===== config.mk =====
export PLATFORM = sky130hd
export DESIGN_NAME = population_eval_scheduler
export DESIGN_NICKNAME = d
export VERILOG_FILES = /design/src/rtl/population_eval_scheduler_pkg.sv /design/src/rtl/population_eval_scheduler_fitness_adder.sv /design/src/rtl/population_eval_scheduler.sv
export SDC_FILE = /design/constraint.sdc
export NUM_CORES = 1
export LEC_CHECK = 0
export ABC_AREA = 0
export BUFFER_PORTS_ARGS = -buffer_cell sky130_fd_sc_hd__buf_2
export CAP_MARGIN = 40
export CORE_ASPECT_RATIO = 1.25
export CORE_MARGIN = 4
export CORE_UTILIZATION = 40
export CTS_CLUSTER_DIAMETER = 30
export DETAILED_ROUTE_END_ITERATION = 6
export GPL_TIMING_DRIVEN = 0
export PLACE_DENSITY = 0.67
export SLEW_MARGIN = 0
export SYNTH_ARGS = -nofsm -noshare
export SYNTH_HDL_FRONTEND = slang
export SYNTH_SLANG_ARGS = --single-unit

===== constraint.sdc =====
create_clock -name iClock -period 5.9 [get_ports iClock]
set_input_delay 0.59 -clock iClock [delete_from_list [all_inputs] [get_ports iClock]]
set_output_delay 0.59 -clock iClock [all_outputs]
set_load 0.02 [all_outputs]

===== src/rtl/population_eval_scheduler_pkg.sv =====
`default_nettype none
// ============================================================================
// population_eval_scheduler_pkg : state encoding, datapath widths, error summing
// Revision 1.0
// ============================================================================
package population_eval_scheduler_pkg;

   localparam int c_ERR_CNT = 8;
   localparam int c_ERR_W   = 32;
   localparam int c_FIT_W   = 35;
   localparam int c_IDX_W   = 8;

   typedef enum logic [2:0] {
      S_IDLE   = 3'd0,
      S_LOAD   = 3'd1,
      S_START  = 3'd2,
      S_WAIT   = 3'd3,
      S_ACK    = 3'd4,
      S_NEXT   = 3'd5,
      S_FINISH = 3'd6
   } state_e;

   typedef logic [c_FIT_W-1:0] fit_t;

   localparam fit_t c_FIT_MAX = '1;

   // 8 x 32-bit terms fit in 35 bits, so the running sum can never wrap
   function automatic fit_t sum_errors(input logic [c_ERR_CNT-1:0][c_ERR_W-1:0] e);
      fit_t s;
      s = '0;
      for (int i = 0; i < c_ERR_CNT; i++) begin
         s = s + fit_t'(e[i]);
      end
      return s;
   endfunction

endpackage
`default_nettype wire


===== src/rtl/population_eval_scheduler_fitness_adder.sv =====
`default_nettype none
// ============================================================================
// population_eval_scheduler_fitness_adder : registered 8x32 -> 35-bit fitness
// Revision 1.0
// ============================================================================
module population_eval_scheduler_fitness_adder
   import population_eval_scheduler_pkg::*;
(
   input  logic                              clk_i,
   input  logic                              rst_i,
   input  logic                              capture_i,
   input  logic                              force_max_i,
   input  logic [c_ERR_CNT-1:0][c_ERR_W-1:0] err_sums_i,
   output logic [c_FIT_W-1:0]                fitness_o
);

   fit_t fitness_q;
   fit_t fitness_d;

   always_comb begin
      fitness_d = fitness_q;
      if (capture_i) begin
         fitness_d = sum_errors(err_sums_i);
      end else if (force_max_i) begin
         fitness_d = c_FIT_MAX;
      end
   end

   always_ff @(posedge clk_i) begin
      if (rst_i) begin
         fitness_q <= '0;
      end else begin
         fitness_q <= fitness_d;
      end
   end

   assign fitness_o = fitness_q;

endmodule
`default_nettype wire


===== src/rtl/population_eval_scheduler.sv =====
`default_nettype none
// ============================================================================
// population_eval_scheduler : sequences a population through an external
// evaluator, writes each fitness and tracks the best chromosome of the run.
// Revision 1.0
// ============================================================================
module population_eval_scheduler
   import population_eval_scheduler_pkg::*;
#(
   parameter int POP_SIZE    = 16,
   parameter int LOAD_CYCLES = 2,
   parameter int TIMEOUT     = 65535
) (
   input  logic                              iClock,
   input  logic                              iReset,
   input  logic                              iStart,
   output logic                              oBusy,
   output logic                              oDone,
   output logic [c_IDX_W-1:0]                oChromIndex,
   output logic                              oProcStart,
   input  logic                              iProcReady,
   input  logic                              iProcDone,
   output logic                              oProcDoneFeedback,
   input  logic [c_ERR_CNT-1:0][c_ERR_W-1:0] iErrorSums,
   output logic                              oFitWrEn,
   output logic [c_IDX_W-1:0]                oFitWrAddr,
   output logic [c_FIT_W-1:0]                oFitWrData,
   output logic [c_IDX_W-1:0]                oBestIndex,
   output logic [c_FIT_W-1:0]                oBestFitness,
   output logic                              oTimeout
);

   localparam int c_LD_W = (LOAD_CYCLES > 1) ? $clog2(LOAD_CYCLES) : 1;
   localparam int c_TO_W = (TIMEOUT > 1) ? $clog2(TIMEOUT) : 1;

   state_e               state_q, state_d;
   logic [c_IDX_W-1:0]   chrom_q, chrom_d;
   logic [c_LD_W-1:0]    ld_cnt_q, ld_cnt_d;
   logic [c_TO_W-1:0]    to_cnt_q, to_cnt_d;
   logic                 wr_en_q, wr_en_d;
   logic                 timeout_q, timeout_d;
   logic [c_IDX_W-1:0]   best_idx_q, best_idx_d;
   fit_t                 best_fit_q, best_fit_d;
   logic                 capture;
   logic                 force_max;
   fit_t                 fitness;

   population_eval_scheduler_fitness_adder u_fitness_adder (
      .clk_i       (iClock),
      .rst_i       (iReset),
      .capture_i   (capture),
      .force_max_i (force_max),
      .err_sums_i  (iErrorSums),
      .fitness_o   (fitness)
   );

   always_comb begin
      state_d    = state_q;
      chrom_d    = chrom_q;
      ld_cnt_d   = ld_cnt_q;
      to_cnt_d   = to_cnt_q;
      timeout_d  = timeout_q;
      best_idx_d = best_idx_q;
      best_fit_d = best_fit_q;
      capture    = 1'b0;
      force_max  = 1'b0;

      // Strict compare: an equal fitness later in the run keeps the lower index
      if (wr_en_q && (fitness < best_fit_q)) begin
         best_fit_d = fitness;
         best_idx_d = chrom_q;
      end

      case (state_q)
         S_IDLE: begin
            if (iStart) begin
               state_d    = S_LOAD;
               chrom_d    = '0;
               ld_cnt_d   = '0;
               timeout_d  = 1'b0;
               best_idx_d = '0;
               best_fit_d = c_FIT_MAX;
            end
         end
         S_LOAD: begin
            if (ld_cnt_q == c_LD_W'(LOAD_CYCLES - 1)) begin
               state_d = S_START;
            end else begin
               ld_cnt_d = ld_cnt_q + 1'b1;
            end
         end
         S_START: begin
            if (!iProcReady) begin
               state_d  = S_WAIT;
               to_cnt_d = '0;
            end
         end
         S_WAIT: begin
            // A done arriving on the timeout cycle still delivers real sums
            if (iProcDone) begin
               capture = 1'b1;
               state_d = S_ACK;
            end else if (to_cnt_q == c_TO_W'(TIMEOUT - 1)) begin
               force_max = 1'b1;
               timeout_d = 1'b1;
               state_d   = S_ACK;
            end else begin
               to_cnt_d = to_cnt_q + 1'b1;
            end
         end
         S_ACK: begin
            if (iProcReady) begin
               state_d = S_NEXT;
            end
         end
         S_NEXT: begin
            if (chrom_q == c_IDX_W'(POP_SIZE - 1)) begin
               state_d = S_FINISH;
            end else begin
               chrom_d  = chrom_q + 1'b1;
               ld_cnt_d = '0;
               state_d  = S_LOAD;
            end
         end
         S_FINISH: begin
            state_d = S_IDLE;
         end
         default: begin
            state_d = S_IDLE;
         end
      endcase

      wr_en_d = capture | force_max;
   end

   always_ff @(posedge iClock) begin
      if (iReset) begin
         state_q    <= S_IDLE;
         chrom_q    <= '0;
         ld_cnt_q   <= '0;
         to_cnt_q   <= '0;
         wr_en_q    <= 1'b0;
         timeout_q  <= 1'b0;
         best_idx_q <= '0;
         best_fit_q <= c_FIT_MAX;
      end else begin
         state_q    <= state_d;
         chrom_q    <= chrom_d;
         ld_cnt_q   <= ld_cnt_d;
         to_cnt_q   <= to_cnt_d;
         wr_en_q    <= wr_en_d;
         timeout_q  <= timeout_d;
         best_idx_q <= best_idx_d;
         best_fit_q <= best_fit_d;
      end
   end

   assign oBusy             = (state_q != S_IDLE);
   assign oDone             = (state_q == S_FINISH);
   assign oProcStart        = (state_q == S_START);
   assign oProcDoneFeedback = (state_q == S_ACK);
   assign oChromIndex       = chrom_q;
   assign oFitWrEn          = wr_en_q;
   assign oFitWrAddr        = chrom_q;
   assign oFitWrData        = fitness;
   assign oBestIndex        = best_idx_q;
   assign oBestFitness      = best_fit_q;
   assign oTimeout          = timeout_q;

endmodule
`default_nettype wire


### Yosys cells after proc, flatten, opt, wreduce, memory -nomap -nowiden

Index checks and enable logic that the tools add are counted.
W data, S select, Z words.

* shift operators: 0
* div/mod/pow operators: 0
* magnitude comparators: 1
* bitwise logic cells: 1
* eq/ne operators: 17
* muxes and demuxes: 35
* reductions and logical operators: 13
* $mul: 0
* add/sub/neg operators: 10

Operator list (number)
* $add A35 B32 Y35: 6
* $mux W35: 5
* $mux W16: 3
* $mux W8: 5
* $lt A35 B35 Y1: 1
* $add A32 B32 Y33: 1
* $pmux W16 S2: 1
* $mux W3: 7
* $pmux W3 S6: 1
* $add A16 B1 Y16 const B: 1
* $eq A16 B16 Y1 const B: 1
* $ne A2 B2 Y1 const B: 8
* $pmux W8 S2: 1
* $mux W1: 10
* $eq A3 B3 Y1 const B: 3
* $add A8 B1 Y8 const B: 1
* $eq A8 B4 Y1 const B: 1
* $reduce_and A4 Y1: 2
* $reduce_bool A2 Y1: 4
* $eq A3 B2 Y1 const B: 2
* $reduce_and A3 Y1: 2
* $reduce_bool A3 Y1: 2
* $reduce_and A5 Y1: 1
* $eq A3 B1 Y1 const B: 1
* other kinds (7): 7

* memory bits (writable): 0
* output and inout port bits: 100
* memories kept: 0
* bits in latches: 0
* word-level logic and storage cells: 86
* memory bits (read-only): 0
* input port bits: 261
* register bits after elaboration: 108

### Longest topological paths before layout

* depth in word-level cells: 8
* mapped depth: 29
* depth with buffers taken out: 28

### Hierarchy

A second synthesis with hierarchy kept.

* cells, all modules: 1527
* area total of the unflattened synthesis: 12826.1 µm²

By module, submodules not included
* population_eval_scheduler_fitness_adder: times used 1, sequential area each 700.7 µm², area each 8598.2 µm², cells an instance 1019
* population_eval_scheduler: times used 1, sequential area each 1461.4 µm², area each 4227.8 µm², cells an instance 508

### Worst setup path after synthesis

OpenSTA, ideal clock, no wires.

* path type: input to register
* start point: input port iErrorSums[8] (netlist bit)
* end point: register u_fitness_adder.fitness_q[34], in the netlist u_fitness_adder.fitness_o[34]
* setup time: 0.086 ns
* arrival time: 6.294 ns
* data required time: 5.814 ns
* setup slack: -0.480 ns
* buffers on the path: 1
* stages: 27
* cell sequence: ha_1 -> a21o_1 -> a221oi_2 -> a32o_1 -> a31oi_2 -> o2111ai_1 -> nand2_1 -> a21o_1 -> a21oi_1 -> xnor2_1 -> fa_1 -> inv_1 -> fa_1 -> fa_1 -> fa_1 -> inv_1 -> ha_1 -> clkbuf_1 -> a21o_1 -> a21o_1 -> a21o_1 -> a21oi_1 -> o21ai_0 -> a21o_1 -> a41oi_1 -> xor2_1 -> a211oi_1

* longest elaborated chain between the ends: 8

Ends and longest elaborated chain
* start, declared: line population_eval_scheduler.sv:24 `input logic [c_ERR_CNT-1:0][c_ERR_W-1:0] iErrorSums,`
* $add A32 B32 Y33: line population_eval_scheduler_pkg.sv:32 `s = s + fit_t'(e[i]);`
* $add A35 B32 Y35 (6 in series): line population_eval_scheduler_pkg.sv:32
* $mux W35: line population_eval_scheduler_fitness_adder.sv:22 `if (capture_i) begin`
* end signal, assigned: line population_eval_scheduler_fitness_adder.sv:33 `fitness_q <= fitness_d;`
* end, declared: line population_eval_scheduler_fitness_adder.sv:17 `fit_t fitness_q;`

Every way passes these cells.
A chain may end at the register's enable or synchronous reset.

### Final worst setup path

* start point: input port iErrorSums[32] (netlist bit)
* end point: register u_fitness_adder.fitness_q[32], in the netlist u_fitness_adder.fitness_o[32]

The elaborated chain is that of the path after synthesis.

==> reports/metrics.yaml <==
floorplanning:
  core.rowCount: 71
  die_h_um: 205
  start_util: 0.408
  die_area_um2: 33800
  die_w_um: 165
  fp.coreArea_um2: 30300
  io_pins: 361
clock_network:
  clock-sinks: 108
  clock_tree.buffer_depth: 2
  numCtsBuffers: 9
  cts_htree_levels: 3
  clk_latency_ns: 0.35
  root_buffer: "clkbuf_16"
  clkTransAtPathRegs_ns: 0.08
  cts_tree: "built"
power:
  peakVddDrop_mv: 0.430
  p_leak_nw: 8.39
  power_density_nw_per_um2: 688
timing:
  timing.fmax_mhz: 162
  slew_viol_final: 0
  setup_slack_ns: -0.270
  relSlewSlack: 0.510
  hold_slack_ns: 0.471
  clock_skew_ns: 0.00906
  worstMarginPinSlew_ns: 0.736
  grt_setup_unrepaired: "true"
  finalHoldViolCount: 0
  fin_crit_ns: 6.17
  min_period_over_period: 1.05
  finalSetupViolCount: 14
worst_hold_path:
  hp-class: "register to register"
  min_from: "oTimeout"
logic_synthesis:
  syn-cell-area_um2: 12400
  synth_warnings: 0
  ys.flop_type: "dfxtp_1"
  yosysUniqueCellTypes: 70
  syn_area_per_cell_um2: 8.60
  syn_nets: 1967
  ys_seq_area_frac: 0.175
  synth_edf_count: 0
  ys_seq_elements: 108
  synth-async-reset-ratio: 0
  syn_inst: 1439
critical_path:
  cp.required_ns: 6.15
  cp-startpoint: "iErrorSums[32]"
  startpoint_type: "input port"
  worstPathMaxFanout: 6
  rr_startpoint: "oBestFitness[27]"
  crit_arrival_ns: 6.42
  worstSetupPathType: "input port to register"
  critPathCaptureType: "register"
placed_design:
  dp_hpwl_mm: 30.4
  place_inst: 2199
  gp_congestion: 0.971
  portBuffers: 359
  placed_area_um2: 15000
global_route:
  grtUsageTotal: 0.210
  grt_pass1_vias: 11900
  grt_pass1_wl_mm: 57.7
  antenna_found_initial: 2
  grt_max_degree: 21
  grt-ovfl-total: 0
routing:
  wirelength_mm: 36.9
  wire_per_inst_um: 16.2
  ant_nets: 0
  via_per_inst: 5.05
  vias: 11500
  firstDrtPassIters: 5
  drtIter0Drc: 683
  drc: 0
final_layout:
  final_cell_mix: "351 x buf_2, 260 x inv_1, 143 x fa_1"
  fillers: 2758
  instances_no_fill: 2284
  finalNetCount: 2404
  areaGrowthSynthToFinish_pct: 35.4
  finalInstanceArea_um2: 16800
  final_common_cell: "buf_2"
  drive_gt1_frac: 0.344
run:
  cap_violations: 0
outcome:
  violations: "setup timing"
  run_status: "finished with violations"
-- repair_timing --
action / 4_1_cts / 5_1_grt
gates cloned: 0 / 0
hold buffers: 0 / 0
pin swaps: 117 / 94
setup endpoints to repair: 20 / 20
gates resized for setup: 130 / 77
setup buffers: 47 / 29
-- metal layers --
layer / GRT usage / vias to the layer above / wire, um
li1: - / 5640 / -
met1: 0.251 / 5498 / 14800
met2: 0.386 / 325 / 19100
met3: 0.0215 / 78 / 1670
met4: 0.0737 / 0 / 1290
met5: 0 / - / 0
-- report_power, final --
| part | internal, mW | switching [mW] |
|---|---|---|
| Combinational | 4.73 | 5.35 |
| Sequential | 0.766 | 0.0419 |
| Clock | 0.341 | 0.298 |
-- state kept, by name, summed over array words and instances (netlist names) --
name and flops:
state_q 3, to_cnt_q 16, oBestFitness 35, ld_cnt_q 1
oChromIndex 8, oFitWrEn 1, oTimeout 1, oBestIndex 8
u_fitness_adder.fitness_o 35
-- per-stage QoR --
step | setup TNS, ns | utilization | total power, mW | setup slack, ns
after floorplan | -0.412 | - | 6.45 | -0.112
after global placement | -14.77 | 0.494 | 7.89 | -1.02
after detailed placement | -15.71 | 0.494 | 7.99 | -1.04
after CTS | -1.36 | 0.536 | 10.2 | -0.227
after global routing | -6.00 | 0.553 | 12.6 | -0.482
final | -1.94 | 0.553 | 11.5 | -0.270
-- cells in the mapped netlist, types with 4 or more instances --
library cell / count / share of area
a211oi_1: 27 / 0.016
a21o_1: 47 / 0.029
a21oi_1: 79 / 0.032
a221oi_1: 4 / 0.0028
a31oi_1: 40 / 0.020
and3_1: 6 / 0.0030
and4_1: 4 / 0.0028
buf_1: 6 / 0.0018
buf_2: 6 / 0.0024
buf_4: 8 / 0.0049
clkbuf_1: 31 / 0.0094
dfxtp_1: 108 / 0.17
fa_1: 159 / 0.26
ha_1: 108 / 0.11
inv_1: 276 / 0.084
nand2_1: 69 / 0.021
nand2b_1: 12 / 0.0061
nand3_1: 29 / 0.012
nand4_1: 14 / 0.0071
nor2_1: 121 / 0.037
nor2b_1: 10 / 0.0051
nor3_1: 55 / 0.022
nor4_1: 6 / 0.0030
o2111ai_1: 4 / 0.0028
o211ai_1: 5 / 0.0030
o21a_1: 8 / 0.0049
o21ai_0: 48 / 0.019
o21ai_2: 4 / 0.0028
o21bai_1: 7 / 0.0042
o22ai_1: 6 / 0.0030
xnor2_1: 42 / 0.030
xor2_1: 34 / 0.024
-- worst max-delay path: stages --
cell and delay, ns:
buf_8 0.10, ha_4 0.16, buf_4 0.14, a21oi_4 0.19, nor2_4 0.07, o31ai_4 0.25, buf_6 0.16, a31oi_4 0.14
buf_4 0.18, xor2_1 0.14, fa_1 0.48, inv_1 0.06, fa_1 0.51, fa_1 0.52, fa_1 0.51, inv_1 0.07
ha_4 0.27, a21o_1 0.21, a21o_1 0.21, a211oi_2 0.24, nor2_1 0.10, o21a_1 0.18, a311o_2 0.41, o211ai_1 0.27
a311o_1 0.21, nor2_1 0.04
-- layout make-up --
class                           count  area (um2)  share of cell area
Timing Repair Buffer              431        2430               0.145
Clock buffer                        9         225              0.0134
Clock inverter                      7        97.6             0.00582
Sequential cell                   108        2160               0.129
Antenna cell                        2        5.00            0.000299
Tap cell                          401         502              0.0299
Buffer                             47         226              0.0135
Inverter                          276        1040              0.0618
Multi-Input combinational cell   1003       10100               0.601
-- worst paths after layout --
| kind | cells after the start | slack [ns] | endpoint |
|---|---|---|---|
| worst max-delay path | 26 | -0.27 | u_fitness_adder.fitness_o[32] |
| worst min register to register | 2 | 0.47 | oTimeout |
| worst min-delay path | 2 | 0.47 | oTimeout |
| worst max register to register | 12 | 2.76 | oBestFitness[28] |
-- cells by family after synthesis --
kind of cell    share of synthesized area
compound gates                      0.170
xor+xnor                           0.0538
flops                               0.175
mux                               0.00253
buf+inv                             0.103
fa+ha+maj                           0.367
simple gates                        0.130
Power figures use the tool's default switching activity.
